### config.mk
export PLATFORM = sky130hd
export DESIGN_NAME = mem_bus_arbiter
export DESIGN_NICKNAME = d
export VERILOG_FILES = /design/src/rtl/mem_bus_arbiter_pkg.sv /design/src/rtl/mem_bus_arbiter.sv
export SDC_FILE = /design/constraint.sdc
export NUM_CORES = 1
export LEC_CHECK = 0
export ABC_AREA = 1
export BUFFER_PORTS_ARGS = -buffer_cell sky130_fd_sc_hd__buf_2
export CORE_UTILIZATION = 42
export DETAILED_ROUTE_END_ITERATION = 10
export PLACE_DENSITY = 0.76
export SLEW_MARGIN = 15
export SYNTH_ARGS = -nofsm -noshare
export SYNTH_HDL_FRONTEND = slang
export SYNTH_SLANG_ARGS = --single-unit
### constraint.sdc
create_clock -name clk -period 3.9 [get_ports clk]
set_input_delay 0.195 -clock clk [delete_from_list [all_inputs] [get_ports clk]]
set_output_delay 0.195 -clock clk [all_outputs]
set_load 0.05 [all_outputs]
### src/rtl/mem_bus_arbiter_pkg.sv
// rtl/mem_bus_arbiter_pkg.sv - shared state encodings and bus constants for mem_bus_arbiter
package mem_bus_arbiter_pkg;

    typedef enum logic [1:0] {
        IDLE   = 2'd0,
        BUSY_I = 2'd1,
        BUSY_D = 2'd2
    } arb_state_t;

    // Wide enough for any supported DATA_W; users slice down to their width.
    localparam int MAX_DATA_W = 256;
    localparam logic [MAX_DATA_W-1:0]   ZERO_WORD = '0;
    localparam logic [MAX_DATA_W/8-1:0] SEL_ALL   = '1;

endpackage

### src/rtl/mem_bus_arbiter.sv
// rtl/mem_bus_arbiter.sv - IF/MEM arbiter for the shared memory port; slave timeout enabled by MEM_BUS_ARB_TIMEOUT_EN
module mem_bus_arbiter
    import mem_bus_arbiter_pkg::*;
#(
    parameter int ADDR_W         = 32,
    parameter int DATA_W         = 32,
    parameter int TIMEOUT_CYCLES = 255
) (
    input  logic                clk,
    input  logic                rst,
    input  logic                i_req,
    input  logic [ADDR_W-1:0]   i_addr,
    output logic                i_ack,
    output logic [DATA_W-1:0]   i_rdata,
    input  logic                d_req,
    input  logic                d_we,
    input  logic [DATA_W/8-1:0] d_sel,
    input  logic [ADDR_W-1:0]   d_addr,
    input  logic [DATA_W-1:0]   d_wdata,
    output logic                d_ack,
    output logic [DATA_W-1:0]   d_rdata,
    input  logic                flush,
    output logic                s_cyc,
    output logic                s_we,
    output logic [DATA_W/8-1:0] s_sel,
    output logic [ADDR_W-1:0]   s_addr,
    output logic [DATA_W-1:0]   s_wdata,
    input  logic [DATA_W-1:0]   s_rdata,
    input  logic                s_ack,
    output logic                stall_if,
    output logic                stall_mem,
    output logic                bus_err
);

    localparam int SEL_W = DATA_W / 8;

    arb_state_t state;
    logic       cancel;
    logic       i_pend;
    logic       d_pend;
    logic       tmo_hit;

    // A request whose ack is on the wire this cycle is already served;
    // masking it keeps the arbiter from re-granting a held req.
    assign i_pend    = i_req & ~i_ack;
    assign d_pend    = d_req & ~d_ack;
    assign stall_if  = i_pend & ~rst;
    assign stall_mem = d_pend & ~rst;

`ifdef MEM_BUS_ARB_TIMEOUT_EN
    localparam int TMO_RAW = $clog2(TIMEOUT_CYCLES + 1);
    localparam int TMO_W   = (TMO_RAW > 8) ? TMO_RAW : 8;

    logic [TMO_W-1:0] tmo_cnt;

    // Fires in the busy cycle whose missing ack makes the count reach the limit.
    assign tmo_hit = (state != IDLE) && !s_ack && (tmo_cnt == TMO_W'(TIMEOUT_CYCLES - 1));

    // Busy-cycle counter; held at zero while idle so it starts clean on each grant.
    always_ff @(posedge clk or posedge rst) begin
        if (rst) begin
            tmo_cnt <= '0;
        end else if (state == IDLE) begin
            tmo_cnt <= '0;
        end else if (!s_ack) begin
            tmo_cnt <= tmo_cnt + 1'b1;
        end
    end
`else
    logic unused_tmo;
    assign unused_tmo = (TIMEOUT_CYCLES == 0);
    assign tmo_hit    = 1'b0;
`endif

    // Arbitration FSM: grants one master at a time, drives the slave, returns data/ack.
    always_ff @(posedge clk or posedge rst) begin
        if (rst) begin
            state   <= IDLE;
            cancel  <= 1'b0;
            i_ack   <= 1'b0;
            i_rdata <= '0;
            d_ack   <= 1'b0;
            d_rdata <= '0;
            s_cyc   <= 1'b0;
            s_we    <= 1'b0;
            s_sel   <= '0;
            s_addr  <= '0;
            s_wdata <= '0;
            bus_err <= 1'b0;
        end else begin
            i_ack   <= 1'b0;
            d_ack   <= 1'b0;
            bus_err <= 1'b0;
            case (state)
                IDLE: begin
                    cancel <= 1'b0;
                    if (d_pend) begin
                        state   <= BUSY_D;
                        s_cyc   <= 1'b1;
                        s_we    <= d_we;
                        s_sel   <= d_sel;
                        s_addr  <= d_addr;
                        s_wdata <= d_wdata;
                    end else if (i_pend && !flush) begin
                        state   <= BUSY_I;
                        s_cyc   <= 1'b1;
                        s_we    <= 1'b0;
                        s_sel   <= SEL_ALL[SEL_W-1:0];
                        s_addr  <= i_addr;
                        s_wdata <= ZERO_WORD[DATA_W-1:0];
                    end
                end
                BUSY_I: begin
                    if (s_ack || tmo_hit) begin
                        state   <= IDLE;
                        s_cyc   <= 1'b0;
                        cancel  <= 1'b0;
                        bus_err <= tmo_hit;
                        // A flushed fetch still finishes on the bus but is not delivered.
                        if (!(cancel || flush)) begin
                            i_ack   <= 1'b1;
                            i_rdata <= s_ack ? s_rdata : ZERO_WORD[DATA_W-1:0];
                        end
                    end else if (flush) begin
                        cancel <= 1'b1;
                    end
                end
                BUSY_D: begin
                    if (s_ack || tmo_hit) begin
                        state   <= IDLE;
                        s_cyc   <= 1'b0;
                        bus_err <= tmo_hit;
                        d_ack   <= 1'b1;
                        d_rdata <= (s_ack && !s_we) ? s_rdata : ZERO_WORD[DATA_W-1:0];
                    end
                end
                default: begin
                    state <= IDLE;
                    s_cyc <= 1'b0;
                end
            endcase
        end
    end

endmodule
==> flow_summary.ini, run 1 <==
[die]
die-area_um2 = 14600
core-area_um2 = 13800
num_rows = 43
die_w_um = 121
io_pins = 278
chipHeight_um = 121
initial_core_util_pct = 42.9

[synth]
async_flop_share_pct = 100
yosysTopAreaCell = dfrtp_1
ys_ff_latch = 139
ys_seq_area_share_pct = 58.6
synth_top_area_share_pct = 58.6
synth_edf_count = 0
synthesis.nets = 825
synthFlopType = dfrtp_1
synth_area_um2 = 5930
synthTopCellsByCount = nand2_1 (339), dfrtp_1 (139), inv_1 (43), nand3_1 (35), o21ai_2 (30)
yosysMostFrequentCell = nand2_1
yosys_warnings = 0
syn_inst = 683
ys_types = 23
synthTopCellsByArea = dfrtp_1 (59%), nand2_1 (21%), o21ai_2 (4.4%)
syn_area_per_cell_um2 = 8.69

[place]
port_buffers = 276
dp.cells = 1104
dp_hpwl_um = 10700
dpl_worst_slack_ns = 1.45
place_congestion = 0.793

[grt]
overflow = 0
grt_pass1_wl_um = 25100
grt_antenna_before_repair = 0
grt_max_degree = 74
grt_pass1_vias = 5231
grt_use_total_pct = 22.3

[cts]
cts.reportedPaths.clkPinSlew_ns = 0.06
cts_root_buffer = clkbuf_16
cts_tree = yes
cts_max_level = 4
worst_skew_pair.late_latency_ns = 0.41
cts_buffers = 17
clockBufferDepth = 2
cts_setup_buffers = 0
cts_sinks = 139

[final_layout]
drive_above_1_share_pct = 35.2
post-route-util_pct = 59.7
fill_cells = 1226
diodes = 0
instances_no_fill = 1168
nets = 1117
area_growth_pct = 39.2

[timing]
period_share_pct = 62.2
setup_viol = 0
slew_violations = 0
whs_ns = 0.0279
finClkSkew_ns = 0.00560
setup_tns_ns = 0
fmax_mhz = 412
setup_ws_ns = 1.47
finalHoldViolCount = 0
slew-limit-headroom_pct = 24.0
tightestPinTransition_ns = 1.14
period_needed_ns = 2.43
rsz0062_at_grt = false

[setup_path]
critPathArrivalTime_ns = 2.69
critPathLaunchType = flip-flop
crit_fanout = 73
cp-end-kind = flip-flop
crit_required_ns = 4.17
path_class = reg2reg

[flow_run]
maxCapViolCount = 0

[route]
dr.pass1.iters = 4
drt_iter0_drc = 289
drtAntennaViolNets = 0
routed_via_density = 4.61
wirelength_um = 16000
num_vias = 5383
wl_per_cell_um = 13.7
remaining_drc_errors = 0

[pwr]
leakagePower_nw = 4.85
power.density_nw_per_um2 = 1020
vdd_drop_max_v = 0.000566

[worst_hold_path]
hp-class = in2reg

[outcome]
status = finished, final reports clean
metal layers:
| layer | track usage [%] | vias to the layer above | share of wire (%) |
|---|---|---|---|
| met5 | 0 | - | 0 |
| met4 | 8.72 | 0 | 2.0 |
| met3 | 6.02 | 19 | 7.2 |
| met2 | 38.5 | 211 | 51 |
| met1 | 26.3 | 2464 | 40 |
| li1 | - | 2689 | - |
final timing paths:
kind	start	endpoint	slack, ns	depth (start not counted)
max in group asynchronous	rst	d_rdata[21]	2.83	3
min reg2reg	s_wdata[28]	s_wdata[28]	0.46	2
min	d_wdata[11]	s_wdata[11]	0.03	3
min in group asynchronous	rst	s_wdata[31]	0.04	2
max	d_ack	s_sel[0]	1.47	6
max reg2reg	d_ack	s_sel[0]	1.47	6
through the flow:
| step | cell area (um2) | total power, mW |
|---|---|---|
| after floorplan | 5940 | 5.81 |
| after global placement | 7330 | 6.71 |
| after detailed placement | 7330 | 6.79 |
| after CTS | 8260 | 8.51 |
| after global routing | 8260 | 8.91 |
| final | 8260 | 8.44 |
cells in the final DEF (no fill, tap or decap), types with 7 or more instances in the layout:
master	instances
buf_2	276
clkbuf_16	17
dfrtp_1	139
dlygate4sd3_1	32
inv_1	42
nand2_1	338
nand3_1	35
nor2_1	7
o21ai_0	11
o21ai_1	27
o21ai_2	30
critical path: stages, from the launching register on:
cell and delay, ns:
dfrtp_1 0.37, inv_1 0.09, nand2_4 0.26, nand2_2 0.62, nand2_4 0.58, nand2_1 0.22
o21ai_1 0.08
kinds of logic after synthesis:
logic type / after synthesis / synth area share, %
and+or+nand+nor: 389 / 26.0
DFF: 139 / 58.6
buffers and inverters: 82 / 7.00
AOI/OAI and AO/OA: 69 / 7.72
adders and majority gates: 3 / 0.633
other: 1 / 0.0632
layout make-up:
| class | instances | area (um2) | share of cell area, % |
|---|---|---|---|
| Clock buffer | 20 | 447 | 5.41 |
| Clock inverter | 12 | 163 | 1.97 |
| Inverter | 44 | 169 | 2.04 |
| Multi-Input combinational cell | 462 | 2040 | 24.7 |
| Sequential cell | 139 | 3480 | 42.1 |
| Tap cell | 180 | 225 | 2.73 |
| Timing Repair Buffer | 311 | 1740 | 21.0 |
power by group:
group | switching [mW] | total, mW | internal, mW
Combinational | 3.42 | 4.35 | 0.932
Clock | 0.619 | 1.65 | 1.03
Sequential | 0.345 | 2.44 | 2.10
Total | 4.39 | 8.44 | 4.06
repair_timing:
action / 4_1_cts / 5_1_grt
hold buffers: 32 / 0
gates resized for setup: 0 / 0
endpoints found under the hold margin: 32 / 0
sequential cells by signal, indices dropped and copies added, names as in the netlist, 2 cells and up:
name and count:
state 2, s_addr 32, s_wdata 32, d_rdata 32, s_sel 4, i_rdata 32
No activity file was read; power rests on OpenSTA's default activity.
==> run 2: changes to the inputs <==
--- a/config.mk
+++ b/config.mk
@@ -7,9 +7,9 @@
 export LEC_CHECK = 0
 export ABC_AREA = 1
 export BUFFER_PORTS_ARGS = -buffer_cell sky130_fd_sc_hd__buf_2
-export CORE_UTILIZATION = 42
+export CORE_UTILIZATION = 47
 export DETAILED_ROUTE_END_ITERATION = 10
-export PLACE_DENSITY = 0.76
+export PLACE_DENSITY = 0.81
 export SLEW_MARGIN = 15
 export SYNTH_ARGS = -nofsm -noshare
 export SYNTH_HDL_FRONTEND = slang
==> constraint.sdc (replaced) <==
create_clock -name clk -period 2.4 [get_ports clk]
set_input_delay 0.12 -clock clk [delete_from_list [all_inputs] [get_ports clk]]
set_output_delay 0.12 -clock clk [all_outputs]
set_load 0.05 [all_outputs]
==> flow_summary.ini, run 2 (synthesis results as in run 1) <==
[outcome]
status = finished, final reports clean

[setup_path]
crit_fanout = 34
critPathLaunchType = flip-flop
r2r_slack_ns = 0.59
path_class = reg2reg
critPathArrivalTime_ns = 2.16
cp-end-kind = flip-flop
crit_required_ns = 2.75

[final_layout]
final_cell_mix = nand2_1 (338), buf_2 (276), dfrtp_1 (139), dlygate4sd3_1 (73), inv_1 (42)
nets = 1163
drive_above_1_share_pct = 34.3
final_common_cell = nand2_1
area_growth_pct = 46.7

[timing]
period_share_pct = 75.5
finClkSkew_ns = 0.00780
setup_tns_ns = 0
slew_violations = 0
rsz0062_at_grt = false
tightestPinTransition_ns = 0.766
fmax_mhz = 552
setup_ws_ns = 0.588
finalHoldViolCount = 0
slew-limit-headroom_pct = 48.8
period_needed_ns = 1.81
setup_viol = 0

[grt]
grt_pass1_vias = 5635
grt_antenna_before_repair = 3
grt_max_degree = 74
overflow = 0
grt_use_total_pct = 27.9
grt_pass1_wl_um = 27900

[pwr]
power.density_nw_per_um2 = 1590
vdd_drop_max_v = 0.00109
leakagePower_nw = 5.05

[place]
dp_hpwl_um = 10900
port_buffers = 276
dpl_worst_slack_ns = 0.596
place_congestion = 0.796

[cts]
cts_max_level = 4
cts_sinks = 139
clockBufferDepth = 2
cts_root_buffer = clkbuf_16
cts.hold.buffers_added = 73
cts.reportedPaths.clkPinSlew_ns = 0.06
cts_setup_buffers = 0
cts_buffers = 17
cts-resized-gates = 0
cts_tree = yes
worst_skew_pair.late_latency_ns = 0.42

[route]
num_vias = 5767
routed_via_density = 4.79
remaining_drc_errors = 0
wl_per_cell_um = 14.6
dr.pass1.iters = 5
drtAntennaViolNets = 0
wirelength_um = 17600
drt_iter0_drc = 497

[die]
die_w_um = 114
core-area_um2 = 12200
chipHeight_um = 114
initial_core_util_pct = 48.8
io_pins = 278
num_rows = 40
die-area_um2 = 13100

[flow_run]
maxCapViolCount = 0

[worst_hold_path]
hp-class = in2reg
## run 2: cell types whose count changed in the layout (fill, tap and decap cells not counted)
cell,previous run,this run
clkbuf_1,2,0
dlygate4sd3_1,32,73
buf_4,2,6
clkinv_4,3,2
diode_2,0,3
buf_12,1,2
clkbuf_8,1,2
inv_6,3,0
clkinv_2,1,5
## run 2: critical path, cell delays in order (launching register included)
cell and delay [ns]:
dfrtp_1 0.39, inv_1 0.10, ha_1 0.29, inv_2 0.08, nor2_4 0.61, nand2_1 0.16
nand2_1 0.11
## run 2: power breakdown
part / internal, mW / switching (mW)
Combinational: 1.57 / 5.64
Sequential: 3.41 / 0.581
Clock: 1.67 / 0.962
Total: 6.66 / 7.18
## run 2: worst paths after layout
check | start | to | cells past startpoint
setup / recovery | state[0] | s_wdata[24] | 6
hold / removal | d_addr[17] | s_addr[17] | 5
setup reg to reg | state[0] | s_wdata[24] | 6
hold reg to reg | s_wdata[2] | s_wdata[2] | 2
max in group asynchronous | rst | i_rdata[21] | 4
min in group asynchronous | rst | cancel | 3
## run 2: stage by stage
stage / hold slack, ns / cell area, um2 / util (%) / instances / total power [mW]
after floorplan: 0.237 / 5940 / - / 683 / 9.44
after global placement: 0.302 / 7370 / 60.6 / 1097 / 10.9
after detailed placement: 0.300 / 7370 / 60.6 / 1097 / 11.1
after CTS: 0.00408 / 8700 / 71.5 / 1201 / 13.8
after global routing: 0.0247 / 8700 / 71.6 / 1204 / 14.5
final: 0.0266 / 8700 / 71.6 / 1204 / 13.8
## run 2: layer usage
metal	vias to the layer above	part of all wire (%)	GRT usage (%)
li1	2786	-	-
met1	2678	39	32.4
met2	263	51	47.2
met3	40	7.7	8.47
met4	0	2.5	13.7
met5	-	0	0
## run 2: final cells by class
type / count / area (um2)
Sequential cell: 139 / 3480
Fill cell: 867 / 3460
Timing Repair Buffer: 357 / 2200
Multi-Input combinational cell: 462 / 2040
Clock buffer: 19 / 453
Tap cell: 168 / 210
Inverter: 44 / 169
Clock inverter: 12 / 148
Antenna cell: 3 / 7.51
==> run 3: changes to the inputs <==
--- a/config.mk
+++ b/config.mk
@@ -7,9 +7,9 @@
 export LEC_CHECK = 0
 export ABC_AREA = 1
 export BUFFER_PORTS_ARGS = -buffer_cell sky130_fd_sc_hd__buf_2
-export CORE_UTILIZATION = 47
+export CORE_UTILIZATION = 42
 export DETAILED_ROUTE_END_ITERATION = 10
-export PLACE_DENSITY = 0.81
+export PLACE_DENSITY = 0.76
 export SLEW_MARGIN = 15
 export SYNTH_ARGS = -nofsm -noshare
 export SYNTH_HDL_FRONTEND = slang
==> constraint.sdc (replaced) <==
create_clock -name clk -period 1.5 [get_ports clk]
set_input_delay 0.075 -clock clk [delete_from_list [all_inputs] [get_ports clk]]
set_output_delay 0.075 -clock clk [all_outputs]
set_load 0.05 [all_outputs]
==> flow_summary.ini, run 3 (synthesis results as in run 1) <==
[die]
chipHeight_um = 121
initial_core_util_pct = 42.9
die-area_um2 = 14600
core-area_um2 = 13800
io_pins = 278
die_w_um = 121
num_rows = 43

[worst_hold_path]
hp-start = i_addr[0]
hp-class = in2reg

[timing]
setup_viol = 0
slew_violations = 0
fmax_mhz = 718
period_needed_ns = 1.39
tightestPinTransition_ns = 0.497
period_share_pct = 92.9
whs_ns = 0.00854
rsz0062_at_grt = false
slew-limit-headroom_pct = 66.8
finClkSkew_ns = 0.00948
finalHoldViolCount = 0

[route]
drt_iter0_drc = 294
num_vias = 6023
dr.pass1.iters = 4
drtAntennaViolNets = 0
wl_per_cell_um = 14.4
routed_via_density = 4.73
remaining_drc_errors = 0
wirelength_um = 18400

[pwr]
total_power_mw = 22.7
vdd_drop_max_v = 0.00181
power.density_nw_per_um2 = 2410
leakagePower_nw = 5.35

[grt]
grt_max_degree = 53
grt_use_total_pct = 25.9
grt_pass1_vias = 6007
grt_antenna_before_repair = 0
overflow = 0
grt_pass1_wl_um = 29300

[cts]
clockBufferDepth = 2
cts_tree = yes
cts_root_buffer = clkbuf_16
worst_skew_pair.late_latency_ns = 0.41
cts_sinks = 139
cts.reportedPaths.clkPinSlew_ns = 0.06
cts_max_level = 4
cts_buffers = 17

[setup_path]
critPathLaunchType = flip-flop
crit_fanout = 12
worstReg2RegStart = state[0]
cp-end-kind = primary output
startpoint = d_ack
path_class = reg2out
crit_required_ns = 1.42
critPathArrivalTime_ns = 1.32

[final_layout]
nets = 1223
final_common_cell = nand2_1
stdcell_area_um2 = 9420
diodes = 0
final_cell_mix = nand2_1 (338), buf_2 (275), dfrtp_1 (139), dlygate4sd3_1 (125), inv_1 (42)
fill_cells = 987
drive_above_1_share_pct = 33.1
area_growth_pct = 58.8

[flow_run]
maxCapViolCount = 0

[place]
dpl-instance-area_um2 = 7520
dp_hpwl_um = 10700
place_congestion = 0.768
port_buffers = 276

[outcome]
status = finished, final reports clean
[run 3: cell types whose count changed in the layout (fill, tap and decap cells not counted), moves of 2 or more]
cell and change:
clkinv_2 -4, buf_12 +7, diode_2 -3, inv_6 +3
clkbuf_1 +2, dlygate4sd3_1 +52
[run 3: path summary, 6_finish.rpt]
path,end,slack [ns],depth (start not counted)
min in group asynchronous,s_addr[1],0.33,3
worst max register to register,d_rdata[31],0.11,5
worst min register to register,s_wdata[20],0.47,2
worst max-delay path,stall_mem,0.11,4
max in group asynchronous,state[0],0.60,4
worst min-delay path,s_addr[0],0.009,5
[run 3: metrics by stage]
step	setup slack, ns	cells	setup TNS, ns	util, %
detailed placement	-0.0563	1116	-0.101	54.4
CTS	0.0240	1274	0	68.1
global route	0.00140	1274	0	68.1
floorplan	-0.310	683	-43.11	-
finish	0.107	1274	0	68.1
global placement	0.0239	1116	0	54.4
[run 3: repair_timing]
item	4_1_cts	5_1_grt
gates cloned	1	0
hold endpoints to repair	148	0
gates resized for setup	1	3
endpoints found under the setup margin	2	2
setup buffers	0	0
hold buffers	125	0
[run 3: power by group]
part	switching [mW]	internal [mW]
Clock	1.59	2.85
Combinational	9.10	2.82
Sequential	0.928	5.45
Total	11.6	11.1
[run 3: critical path, cell delays in order (launching register included)]
cell and delay, ns:
dfrtp_1 0.37, inv_1 0.09, nand2_4 0.13, nor2_2 0.11
buf_4 0.21
[run 3: area by class of cell]
class | count | area [um2] | share of cell area, %
sequential | 139 | 3480 | 36.9
inverter | 44 | 169 | 1.79
timing repair buffer | 416 | 2860 | 30.4
clock inverter | 12 | 186 | 1.98
clock buffer | 20 | 447 | 4.74
multi-input combinational | 463 | 2050 | 21.8
tap | 180 | 225 | 2.39
[run 3: metal layers]
metal  up-vias  track usage (%)  share of wire [%]
li1       2908                -                  -
met1      2772             30.4                 39
met2       292             43.1                 50
met3        51             7.66                8.3
met4         0             13.0                3.0
met5         -                0                  0
